`config.mk`:
```
export PLATFORM = sky130hd
export DESIGN_NAME = ingress_voq_port
export DESIGN_NICKNAME = d
export VERILOG_FILES = /design/src/rtl/ingress_voq_port.sv
export SDC_FILE = /design/constraint.sdc
export NUM_CORES = 2
export LEC_CHECK = 0
export BUFFER_PORTS_ARGS = -buffer_cell sky130_fd_sc_hd__buf_2
export CAP_MARGIN = 20
export CORE_UTILIZATION = 50
export DETAILED_ROUTE_END_ITERATION = 8
export PLACE_DENSITY = 0.65
export RECOVER_POWER = 100
export SETUP_SLACK_MARGIN = 0.2
export SYNTH_ARGS = -nofsm -noshare
export SYNTH_HDL_FRONTEND = slang
export SYNTH_MEMORY_MAX_BITS = 65536
export SYNTH_SLANG_ARGS = --single-unit
export TNS_END_PERCENT = 100
```
`constraint.sdc`:
```
create_clock -name clk -period 4.7 [get_ports clk]
set_input_delay 0.47 -clock clk [delete_from_list [all_inputs] [get_ports clk]]
set_output_delay 0.47 -clock clk [all_outputs]
set_load 0.02 [all_outputs]
```
`src/rtl/ingress_voq_port.sv`:
```
// rtl/ingress_voq_port.sv - ingress port: slot-based packet store, per-egress VOQs, sized dequeue
//
// Optional feature macro: INGRESS_TIMESTAMP_EN (word 1 of stored packets replaced by a cycle stamp)
//
// Ports:
//   clk, reset          clock, synchronous active-high reset
//   in_data/valid/sop   packet words from the generator, no backpressure
//   voq_nonempty        per-VOQ "holds a descriptor" flags
//   sched_grant/sel     scheduler dequeue request and VOQ select
//   out_busy            dequeue in progress, grants ignored
//   out_data/valid/sop/eop  packet words to the crossbar
//   drop_count          saturating count of dropped packets
module ingress_voq_port #(
  parameter int PORTS      = 4,
  parameter int SLOTS      = 16,
  parameter int SLOT_WORDS = 8
) (
  input  logic                     clk,
  input  logic                     reset,
  input  logic [31:0]              in_data,
  input  logic                     in_valid,
  input  logic                     in_sop,
  output logic [PORTS-1:0]         voq_nonempty,
  input  logic                     sched_grant,
  input  logic [$clog2(PORTS)-1:0] sched_sel,
  output logic                     out_busy,
  output logic [31:0]              out_data,
  output logic                     out_valid,
  output logic                     out_sop,
  output logic                     out_eop,
  output logic [15:0]              drop_count
);
  localparam int PW = $clog2(PORTS);
  localparam int SW = $clog2(SLOTS);
  localparam int WW = $clog2(SLOT_WORDS);
  localparam int LW = WW + 1;          // holds len up to SLOT_WORDS
  localparam int CW = SW + 1;          // holds counts up to SLOTS
  localparam int AW = SW + WW;
  localparam int DW = SW + LW;         // descriptor {slot, len}

  typedef enum logic [1:0] {IN_IDLE, IN_BODY, IN_DROP} in_state_t;
  typedef enum logic {OUT_IDLE, OUT_READ} out_state_t;

  in_state_t  in_state;
  out_state_t out_state;

  logic [31:0]   data_mem [SLOTS*SLOT_WORDS];
  logic [31:0]   rd_q;
  logic [SW-1:0] fl_mem [SLOTS];
  logic [SW-1:0] fl_wr, fl_rd, fl_head;
  logic [CW-1:0] fl_cnt;
  logic [DW-1:0] voq_mem [PORTS*SLOTS];
  logic [SW-1:0] voq_wr [PORTS];
  logic [SW-1:0] voq_rd [PORTS];
  logic [CW-1:0] voq_cnt [PORTS];

  logic [SW-1:0] in_slot, rd_slot;
  logic [LW-1:0] in_len, in_idx, rd_len, rd_idx;
  logic [PW-1:0] in_dst, enq_dst;
  logic [11:0]   hdr_len;
  logic          sop_v, hdr_bad, hdr_ok, hdr_drop, trunc, body_wr, body_last;
  logic          enq, deq, rel, wr_en;
  logic [AW-1:0] wr_addr, rd_addr;
  logic [31:0]   wr_data;
  logic [DW-1:0] enq_desc, deq_desc;
  logic [16:0]   drop_sum;

  always_comb begin
    fl_head   = fl_mem[fl_rd];
    hdr_len   = in_data[11:0];
    sop_v     = in_valid && in_sop;
    hdr_bad   = (hdr_len == 12'd0) || (hdr_len > 12'(SLOT_WORDS)) || (fl_cnt == '0);
    hdr_ok    = sop_v && !hdr_bad;
    hdr_drop  = sop_v && hdr_bad;
    // A sop inside a packet abandons it; its slot goes back to the free list.
    trunc     = sop_v && (in_state == IN_BODY);
    body_wr   = in_valid && !in_sop && (in_state == IN_BODY);
    body_last = body_wr && (in_idx == in_len - LW'(1));
    enq       = (hdr_ok && hdr_len == 12'd1) || body_last;
    enq_dst   = body_last ? in_dst : in_data[16 +: PW];
    enq_desc  = body_last ? {in_slot, in_len} : {fl_head, LW'(1)};
    wr_en     = hdr_ok || body_wr;
    wr_addr   = hdr_ok ? {fl_head, WW'(0)} : {in_slot, in_idx[WW-1:0]};
    deq       = (out_state == OUT_IDLE) && sched_grant && voq_nonempty[sched_sel];
    deq_desc  = voq_mem[{sched_sel, voq_rd[sched_sel]}];
    rel       = (out_state == OUT_READ) && (rd_idx == rd_len - LW'(1));
    rd_addr   = {rd_slot, rd_idx[WW-1:0]};
    drop_sum  = {1'b0, drop_count} + 17'(hdr_drop) + 17'(trunc);
    for (int p = 0; p < PORTS; p++) voq_nonempty[p] = (voq_cnt[p] != '0);
  end

`ifdef INGRESS_TIMESTAMP_EN
  logic [31:0] ts_cnt, hdr_ts;

  always_ff @(posedge clk) begin
    if (reset) begin
      ts_cnt <= '0;
      hdr_ts <= '0;
    end else begin
      ts_cnt <= ts_cnt + 32'd1;
      if (hdr_ok) hdr_ts <= ts_cnt;
    end
  end

  assign wr_data = (body_wr && in_idx == LW'(1)) ? hdr_ts : in_data;
`else
  assign wr_data = in_data;
`endif

  // Input FSM
  always_ff @(posedge clk) begin
    if (reset) begin
      in_state <= IN_IDLE;
      in_slot  <= '0;
      in_len   <= '0;
      in_idx   <= '0;
      in_dst   <= '0;
    end else if (sop_v) begin
      if (hdr_ok && hdr_len != 12'd1) begin
        in_state <= IN_BODY;
        in_slot  <= fl_head;
        in_len   <= hdr_len[LW-1:0];
        in_idx   <= LW'(1);
        in_dst   <= in_data[16 +: PW];
      end else if (hdr_ok) begin
        in_state <= IN_IDLE;
      end else begin
        in_state <= IN_DROP;
      end
    end else if (body_last) begin
      in_state <= IN_IDLE;
    end else if (body_wr) begin
      in_idx <= in_idx + LW'(1);
    end
  end

  always_ff @(posedge clk) begin
    if (reset) drop_count <= '0;
    else       drop_count <= drop_sum[16] ? 16'hFFFF : drop_sum[15:0];
  end

  // Free list: up to two returns (truncation, dequeue release) and one pop per cycle.
  // The pop reads an entry already present, so a slot returned this cycle is never reissued.
  always_ff @(posedge clk) begin
    if (reset) begin
      for (int i = 0; i < SLOTS; i++) fl_mem[i] <= SW'(i);
      fl_wr  <= '0;
      fl_rd  <= '0;
      fl_cnt <= CW'(SLOTS);
    end else begin
      if (trunc) fl_mem[fl_wr] <= in_slot;
      if (rel)   fl_mem[fl_wr + SW'(trunc)] <= rd_slot;
      if (hdr_ok) fl_rd <= fl_rd + SW'(1);
      fl_wr  <= fl_wr + SW'(trunc) + SW'(rel);
      fl_cnt <= fl_cnt + CW'(trunc) + CW'(rel) - CW'(hdr_ok);
    end
  end

  // VOQ descriptor storage and pointers
  always_ff @(posedge clk) begin
    if (enq) voq_mem[{enq_dst, voq_wr[enq_dst]}] <= enq_desc;
  end

  always_ff @(posedge clk) begin
    if (reset) begin
      for (int p = 0; p < PORTS; p++) begin
        voq_wr[p]  <= '0;
        voq_rd[p]  <= '0;
        voq_cnt[p] <= '0;
      end
    end else begin
      if (enq) voq_wr[enq_dst] <= voq_wr[enq_dst] + SW'(1);
      if (deq) voq_rd[sched_sel] <= voq_rd[sched_sel] + SW'(1);
      for (int p = 0; p < PORTS; p++)
        voq_cnt[p] <= voq_cnt[p] + CW'(enq && enq_dst == PW'(p))
                                 - CW'(deq && sched_sel == PW'(p));
    end
  end

  // Output FSM; flags are registered alongside the 1-cycle memory read.
  always_ff @(posedge clk) begin
    if (reset) begin
      out_state <= OUT_IDLE;
      rd_slot   <= '0;
      rd_len    <= '0;
      rd_idx    <= '0;
      out_valid <= 1'b0;
      out_sop   <= 1'b0;
      out_eop   <= 1'b0;
    end else begin
      out_valid <= (out_state == OUT_READ);
      out_sop   <= (out_state == OUT_READ) && (rd_idx == '0);
      out_eop   <= rel;
      case (out_state)
        OUT_IDLE: if (deq) begin
          rd_slot   <= deq_desc[DW-1:LW];
          rd_len    <= deq_desc[LW-1:0];
          rd_idx    <= '0;
          out_state <= OUT_READ;
        end
        OUT_READ: begin
          if (rel) out_state <= OUT_IDLE;
          else     rd_idx <= rd_idx + LW'(1);
        end
        default: out_state <= OUT_IDLE;
      endcase
    end
  end

  always_ff @(posedge clk) begin
    if (wr_en) data_mem[wr_addr] <= wr_data;
    rd_q <= data_mem[rd_addr];
  end

  assign out_busy = (out_state == OUT_READ);
  assign out_data = out_valid ? rd_q : 32'd0;

endmodule

```
## Word-level counts from Yosys, hierarchy flattened

Memories as Yosys holds them, arrays and structs flattened. A register that Yosys moved wholly into a read port is not among the register bits.
Index checks and enable logic that the tools add are counted.

- Flip-flop bits (word level): 53
- Memories kept: 6
- Word-level logic and storage cells: 166
- Memory bits (writable): 4724
- Bits of input ports: 39

Memories:

| name | words | bits a word | rd ports | clocked after memory_dff | write ports | RTL line | RTL |
|---|---|---|---|---|---|---|---|
| data_mem | 128 | 32 | 1 | 1 | 1 | 47 | `logic [31:0] data_mem [SLOTS*SLOT_WORDS];` |
| voq_mem | 64 | 8 | 1 | 1 | 1 | 52 | `logic [DW-1:0] voq_mem [PORTS*SLOTS];` |
| fl_mem | 16 | 4 | 1 | 1 | 16 | 49 | `logic [SW-1:0] fl_mem [SLOTS];` |
| voq_cnt | 4 | 5 | 4 | 0 | 4 | 55 | `logic [CW-1:0] voq_cnt [PORTS];` |
| voq_rd | 4 | 4 | 1 | 0 | 4 | 54 | `logic [SW-1:0] voq_rd [PORTS];` |
| voq_wr | 4 | 4 | 1 | 0 | 4 | 53 | `logic [SW-1:0] voq_wr [PORTS];` |

- Reduce and logical (&&, ||, !) cells: 46
- $add $sub $neg: 22
- Equality and inequality tests: 15
- Multiplexer cells: 56
- Magnitude comparators: 2
- Bitwise logic cells: 5

Operators with widths:

| cell | count |
|---|---|
| 4-bit 2-to-1 mux | 14 |
| 32-bit 2-to-1 mux | 1 |
| 5-bit by 1-bit adder with 5-bit output | 6 |
| 5-bit by 1-bit subtractor with 5-bit output | 5 |
| 1-bit 2-to-1 mux | 24 |
| 1-bit logical AND | 21 |
| 4-bit by 1-bit adder with 4-bit output (second input constant) | 5 |
| 5-bit 2-to-1 mux | 4 |
| 5-bit nonzero test | 4 |
| 16-bit by 1-bit adder with 17-bit output | 1 |
| 17-bit by 1-bit adder with 17-bit output | 1 |
| 16-bit 2-to-1 mux | 1 |
| 4-bit OR reduction | 4 |
| 2-bit 2-to-1 mux | 7 |
| 12-bit by 1-bit equality test with 1-bit output (second input constant) | 1 |
| 12-bit by 4-bit > comparator with 1-bit output (second input constant) | 1 |
| 12-bit zero test | 1 |
| 12-bit by 1-bit inequality test with 1-bit output (second input constant) | 1 |
| 4-bit by 1-bit adder with 4-bit output | 2 |
| 2-bit equality test (second input constant) | 4 |
| 4-bit equality test | 2 |
| 8-bit 2-to-1 mux | 1 |
| 4-bit case mux with 2 select lines | 1 |
| 4-bit by 1-bit subtractor with 4-bit output (second input constant) | 2 |
| other kinds (17) | 32 |

## Logic depth before layout (Yosys ltp)

- Depth in word-level cells: 12
- Mapped depth: 18
- Mapped depth without buffers: 16

## Least setup slack after synthesis

OpenSTA, ideal clock, no wires.

- Path kind: register to register
- Start: register with a tool-made name
- End: memory data_mem[88][0] (enable)
- Buffers on the path: 2
- Period minus slack after synthesis: 4274 ps
- Data arrival time: 3853 ps
- Slack: 426 ps
- Setup time: 421 ps
- Stages on the path, launching flop included: 9
- Cells stage by stage: dfxtp_1 -> buf_2 -> buf_2 -> mux4_2 -> mux4_2 -> mux2i_1 -> nor2b_1 -> nand2_1 -> nor2_1

RTL lines:

| what | RTL line |
|---|---|
| end, declared | 47 |

## Worst setup path after layout

- Start: register rd_idx[0]
- End: register fl_cnt[4]

- Word-level cells in the longest chain between the ends: 4

RTL lines:

| what | RTL line | RTL |
|---|---|---|
| start, declared | 58 | `logic [LW-1:0] in_len, in_idx, rd_len, rd_idx;` |
| start signal, assigned | 203 | `else rd_idx <= rd_idx + LW'(1);` |
| 4-bit equality test | 86 | `rel = (out_state == OUT_READ) && (rd_idx == rd_len - LW'(1));` |
| 1-bit logical AND | 86 |  |
| named net rel | 62 | `logic enq, deq, rel, wr_en;` |
| 5-bit by 1-bit adder with 5-bit output | 155 | `fl_cnt <= fl_cnt + CW'(trunc) + CW'(rel) - CW'(hdr_ok);` |
| 5-bit by 1-bit subtractor with 5-bit output | 155 |  |
| end signal, assigned | 149 | `fl_cnt <= CW'(SLOTS);` |
| end signal, assigned | 155 |  |
| end, declared | 51 | `logic [CW-1:0] fl_cnt;` |

The timed path passes the listed nets, and every way through them passes these cells.
A chain may end at the register's enable or synchronous reset.

==> results.md <==
- The flow ran to the end, but the final reports show violations.
- The final reports fail on capacitance limit, slew limit.
- Headroom to the max-slew limit came out at -180.4%.
- The growth of design area from synthesis to finish is 13.44%.
- Row generation in the floorplan step produced 223 rows.
- The clock latency on the worst-skew pair is 1.00 ns.
- Counting flops with an async set or reset pin after synthesis yields a share of 0%.
- After synthesis, the largest family of logic cells by area is multiplexers.
- The fraction of synthesized area in multiplexers is 18.09%.
- The upper clock frequency limit is 226.9 MHz.
- For this design, the sink count on the clock tree is slightly below 5000.
- Ranked by total cell area, the synthesized netlist is headed by sky130_fd_sc_hd__edfxtp_1, sky130_fd_sc_hd__mux4_2, sky130_fd_sc_hd__dfxtp_1, sky130_fd_sc_hd__mux2i_1, sky130_fd_sc_hd__nor2_1.
- The count of cells along the worst hold path is 2.
- The critical path is of the reg2reg type.
- The core region is 0.3700 mm^2.
- The adder-cell share of the synthesized area is 0.3572%.
- 95 I/O pins were placed.
- The global routing usage summed across all routing layers is 24.37%.
- The post-detailed-placement half-perimeter wirelength is 283200 um.
- The tightest hold path in the finished design has a slack of 0.2916 ns.
- The number of cells on the worst reg-to-reg path is 12.
- The die covers 0.3751 mm^2.
- The mean instance size in the synthesized netlist is 22.94 um^2.
- The synthesized netlist devotes 1.134% of its cell area to compound gates.
- For this configuration, the core starts out at a cell density of between 50% and 60%.
- In the layout the commonest cells are sky130_fd_sc_hd__edfxtp_1, sky130_fd_sc_hd__mux4_2, sky130_fd_sc_hd__clkbuf_16.
- The wire length of the first global-routing pass is ~650000 um.
- The post-layout utilization of the core is between 50% and 60%.
- The synthesized netlist contains 73 unique library cells.
- The biggest area consumer among synthesized cells is sky130_fd_sc_hd__edfxtp_1.
- Summed over its instances, the top area cell type makes up 75.80% of the synthesized netlist area.
- After the first detailed-routing iteration, the DRC count stood at 11862.
- Among all flip-flop cells after synthesis, the most frequent one is sky130_fd_sc_hd__edfxtp_1.
- The total global routing overflow is 0.
- The count of unresolved DRC violations after routing is 0.
- The port buffer count is 94.
- TritonCTS built the clock tree.
- The global placer's final weighted congestion is 0.8633.
- The number of nets with antenna violations after routing is 0.
- The class of the worst hold path is in2reg.
- The worst setup timing slack at the placement stage is -0.1868 ns.
- After the last flow step, the layout net total stands at 8835.
- The clock-pin slew reported for the worst setup and hold paths after clock tree synthesis is 0.06 ns.
- The analysis attributes to cell leakage a power of approximately 65 nW.
- STA classifies the critical path startpoint as a register.
- The longest clock path from root to sink contains 4 buffers.
- Clock skew on the completed layout was measured at 0.05592 ns.
- Clock tree synthesis inserted a total of 474 buffers.
- The final wirelength is 456100 um.
- The number of H-tree branching levels is 5.
- The critical-path maximum fanout is 12.
- STA classifies the critical path endpoint as a register.
- The number of global-route vias before repair came to 88194.
- Setup violations remaining at the end of the flow were counted as 0.
- The flip-flop and latch count after synthesis is 4821.
- In this run, placement finished with an instance count of between 10000 and 15000.
- The library cell used most frequently in the layout, excluding fill and tap cells, is sky130_fd_sc_hd__edfxtp_1.
- The number of buffers inserted by post-CTS setup repair is 0.
- The Yosys step of the flow raised 0 warnings.
- The XOR/XNOR share of the synthesized area is 0.2901%.
- The vias after detailed routing is 88385.
- The cell area after synthesis is 0.1863 mm^2.
- The number of nets produced by synthesis is approximately 8200.
- The count of pins over their slew limit is 3325.
- The post-route netlist has ~28% of its cells at a drive strength greater than 1.
- The count of non-filler cells in the finished layout is 14124.
- Setup repair after global routing left no endpoint under its margin.
- In this run, synthesis inferred around 4700 flip-flops with an integrated enable.
- The worst voltage drop across the vdd grid is 0.3418 mV.
- The measured slew at the worst slew-check pin is about 4.2 ns.
- Across the run, the number of max-cap violations was roughly 60.
- Entering global routing, the biggest net connects between 100 and 150 pins.
- The minimum setup slack in the final design is 0.2935 ns.
- In this run the power density over the cells is 448.2 mW/mm^2.
- Fill cells in the final layout number 26736.
- At the worst endpoint, the required time is 5.57 ns.
- The count of final hold-check violations was 0.
- The proportion of synthesized chip area in sequential cells is roughly 77%.
- CTS placed an instance of sky130_fd_sc_hd__clkbuf_16 at the clock tree root.
- The fraction of the cycle the final worst path needs is 93.76%.
- Gates resized during post-CTS repair numbered 0.
- The data arrival time at the worst-slack endpoint is 5.28 ns.
- The post-synthesis cell count is 8122.
- The pre-antenna-repair detailed-routing pass consisted of 6 iterations.
- The simple-gate share of the synthesized area is 1.965%.
- From bottom edge to top edge, the die measures 612.5 um.
- The average wire per standard cell is about 32 um.
- The time the worst path needs with I/O delays and setup is 4.407 ns.
- The width of the die is 612.5 um.
- The via density per instance is 6.258.
- The initial antenna violation count is 50.
==> cells in the mapped netlist (26+ instances only) <==
master	number
sky130_fd_sc_hd__a22oi_1	28
sky130_fd_sc_hd__inv_1	59
sky130_fd_sc_hd__o21ai_0	77
sky130_fd_sc_hd__ha_1	42
sky130_fd_sc_hd__dfxtp_1	117
sky130_fd_sc_hd__nor2b_1	26
sky130_fd_sc_hd__nor2_1	309
sky130_fd_sc_hd__mux4_2	1424
sky130_fd_sc_hd__and2_1	43
sky130_fd_sc_hd__a21oi_1	112
sky130_fd_sc_hd__nand2_1	216
sky130_fd_sc_hd__edfxtp_1	4704
sky130_fd_sc_hd__xnor2_1	28
sky130_fd_sc_hd__clkbuf_1	259
sky130_fd_sc_hd__buf_1	62
sky130_fd_sc_hd__buf_2	93
sky130_fd_sc_hd__a221oi_1	64
sky130_fd_sc_hd__nor3_1	35
sky130_fd_sc_hd__nand3_1	41
sky130_fd_sc_hd__mux2i_1	148
==> power breakdown <==
part           switching (W)  internal (W)  leakage [nW]
Combinational        0.00546       0.00403          13.3
Sequential          0.000240        0.0474          43.7
Clock                 0.0160        0.0216          7.53
Total                 0.0217        0.0731          64.5
==> cell type report <==
type | count | area (um^2) | area share (%)
inverter | 64 | 252.7 | 0.1196
clock inverter | 281 | 2884 | 1.364
antenna | 22 | 55.05 | 0.02604
timing repair buffer | 580 | 4526 | 2.141
sequential | 4821 | 143600 | 67.94
clock buffer | 600 | 12570 | 5.947
tap | 4950 | 6193 | 2.930
multi-input combinational | 2806 | 41300 | 19.54
==> path summary, 6_finish.rpt <==
check,from,endpoint,slack [ns]
min,in_data[1],data_mem[95][1]$_DFFE_PP_,0.29
max,rd_idx[0]$_SDFFE_PP0P_,fl_cnt[4]$_SDFF_PP1_,0.29
max reg2reg,rd_idx[0]$_SDFFE_PP0P_,fl_cnt[4]$_SDFF_PP1_,0.29
min reg2reg,in_dst[1]$_SDFFE_PP0P_,in_dst[1]$_SDFFE_PP0P_,0.51
==> critical path, stage by stage, from the launching register on <==
cell and delay [ns]:
sky130_fd_sc_hd__dfxtp_4 0.64, sky130_fd_sc_hd__clkbuf_1 0.53, sky130_fd_sc_hd__xnor2_1 0.17, sky130_fd_sc_hd__nor4_1 1.09
sky130_fd_sc_hd__and2_0 0.32, sky130_fd_sc_hd__inv_1 0.09, sky130_fd_sc_hd__fa_1 0.41, sky130_fd_sc_hd__fa_1 0.44
sky130_fd_sc_hd__inv_1 0.08, sky130_fd_sc_hd__a21oi_1 0.06, sky130_fd_sc_hd__nor2_1 0.12, sky130_fd_sc_hd__o21ai_0 0.13
sky130_fd_sc_hd__a21o_1 0.19
==> timing repair <==
action / CTS / global route
hold endpoints to repair: 229 / 16
hold buffers: 16 / 1
setup endpoints to repair: 0 / 8
==> state kept, by name, indices dropped and copies added (netlist names), 5 cells and up, named ones only <==
register,cells
voq_cnt,20
drop_count,16
voq_wr,16
fl_cnt,5
fl_mem,64
data_mem,4096
voq_rd,16
rd_q,32
voq_mem,512
==> per-layer routing <==
| layer | global-route usage [%] | part of all wire, % |
|---|---|---|
| met1 | 37.03 | 41 |
| met2 | 37.01 | 47 |
| met3 | 4.429 | 9.6 |
| met4 | 5.962 | 2.5 |
| met5 | 0 | 0.015 |
==> logic make-up after synthesis <==
kind of cell | Yosys count
DFF | 4821
muxes | 1582
and+or+nand+nor | 788
buffers and inverters | 496
AOI/OAI and AO/OA | 331
xor gates and xnor gates | 55
adders and majority gates | 49
==> per-stage QoR <==
| stage | TNS, ns | area, um^2 | total power, W |
|---|---|---|---|
| after floorplan | 0 | 186300 | 0.05421 |
| after global placement | -879.28 | 197700 | 0.05805 |
| after detailed placement | -4.073 | 197900 | 0.05818 |
| after CTS | 0 | 213500 | 0.09544 |
| after global routing | 0 | 211400 | 0.09740 |
| final | 0 | 211400 | 0.09476 |
(Power assumes the default switching activity.)
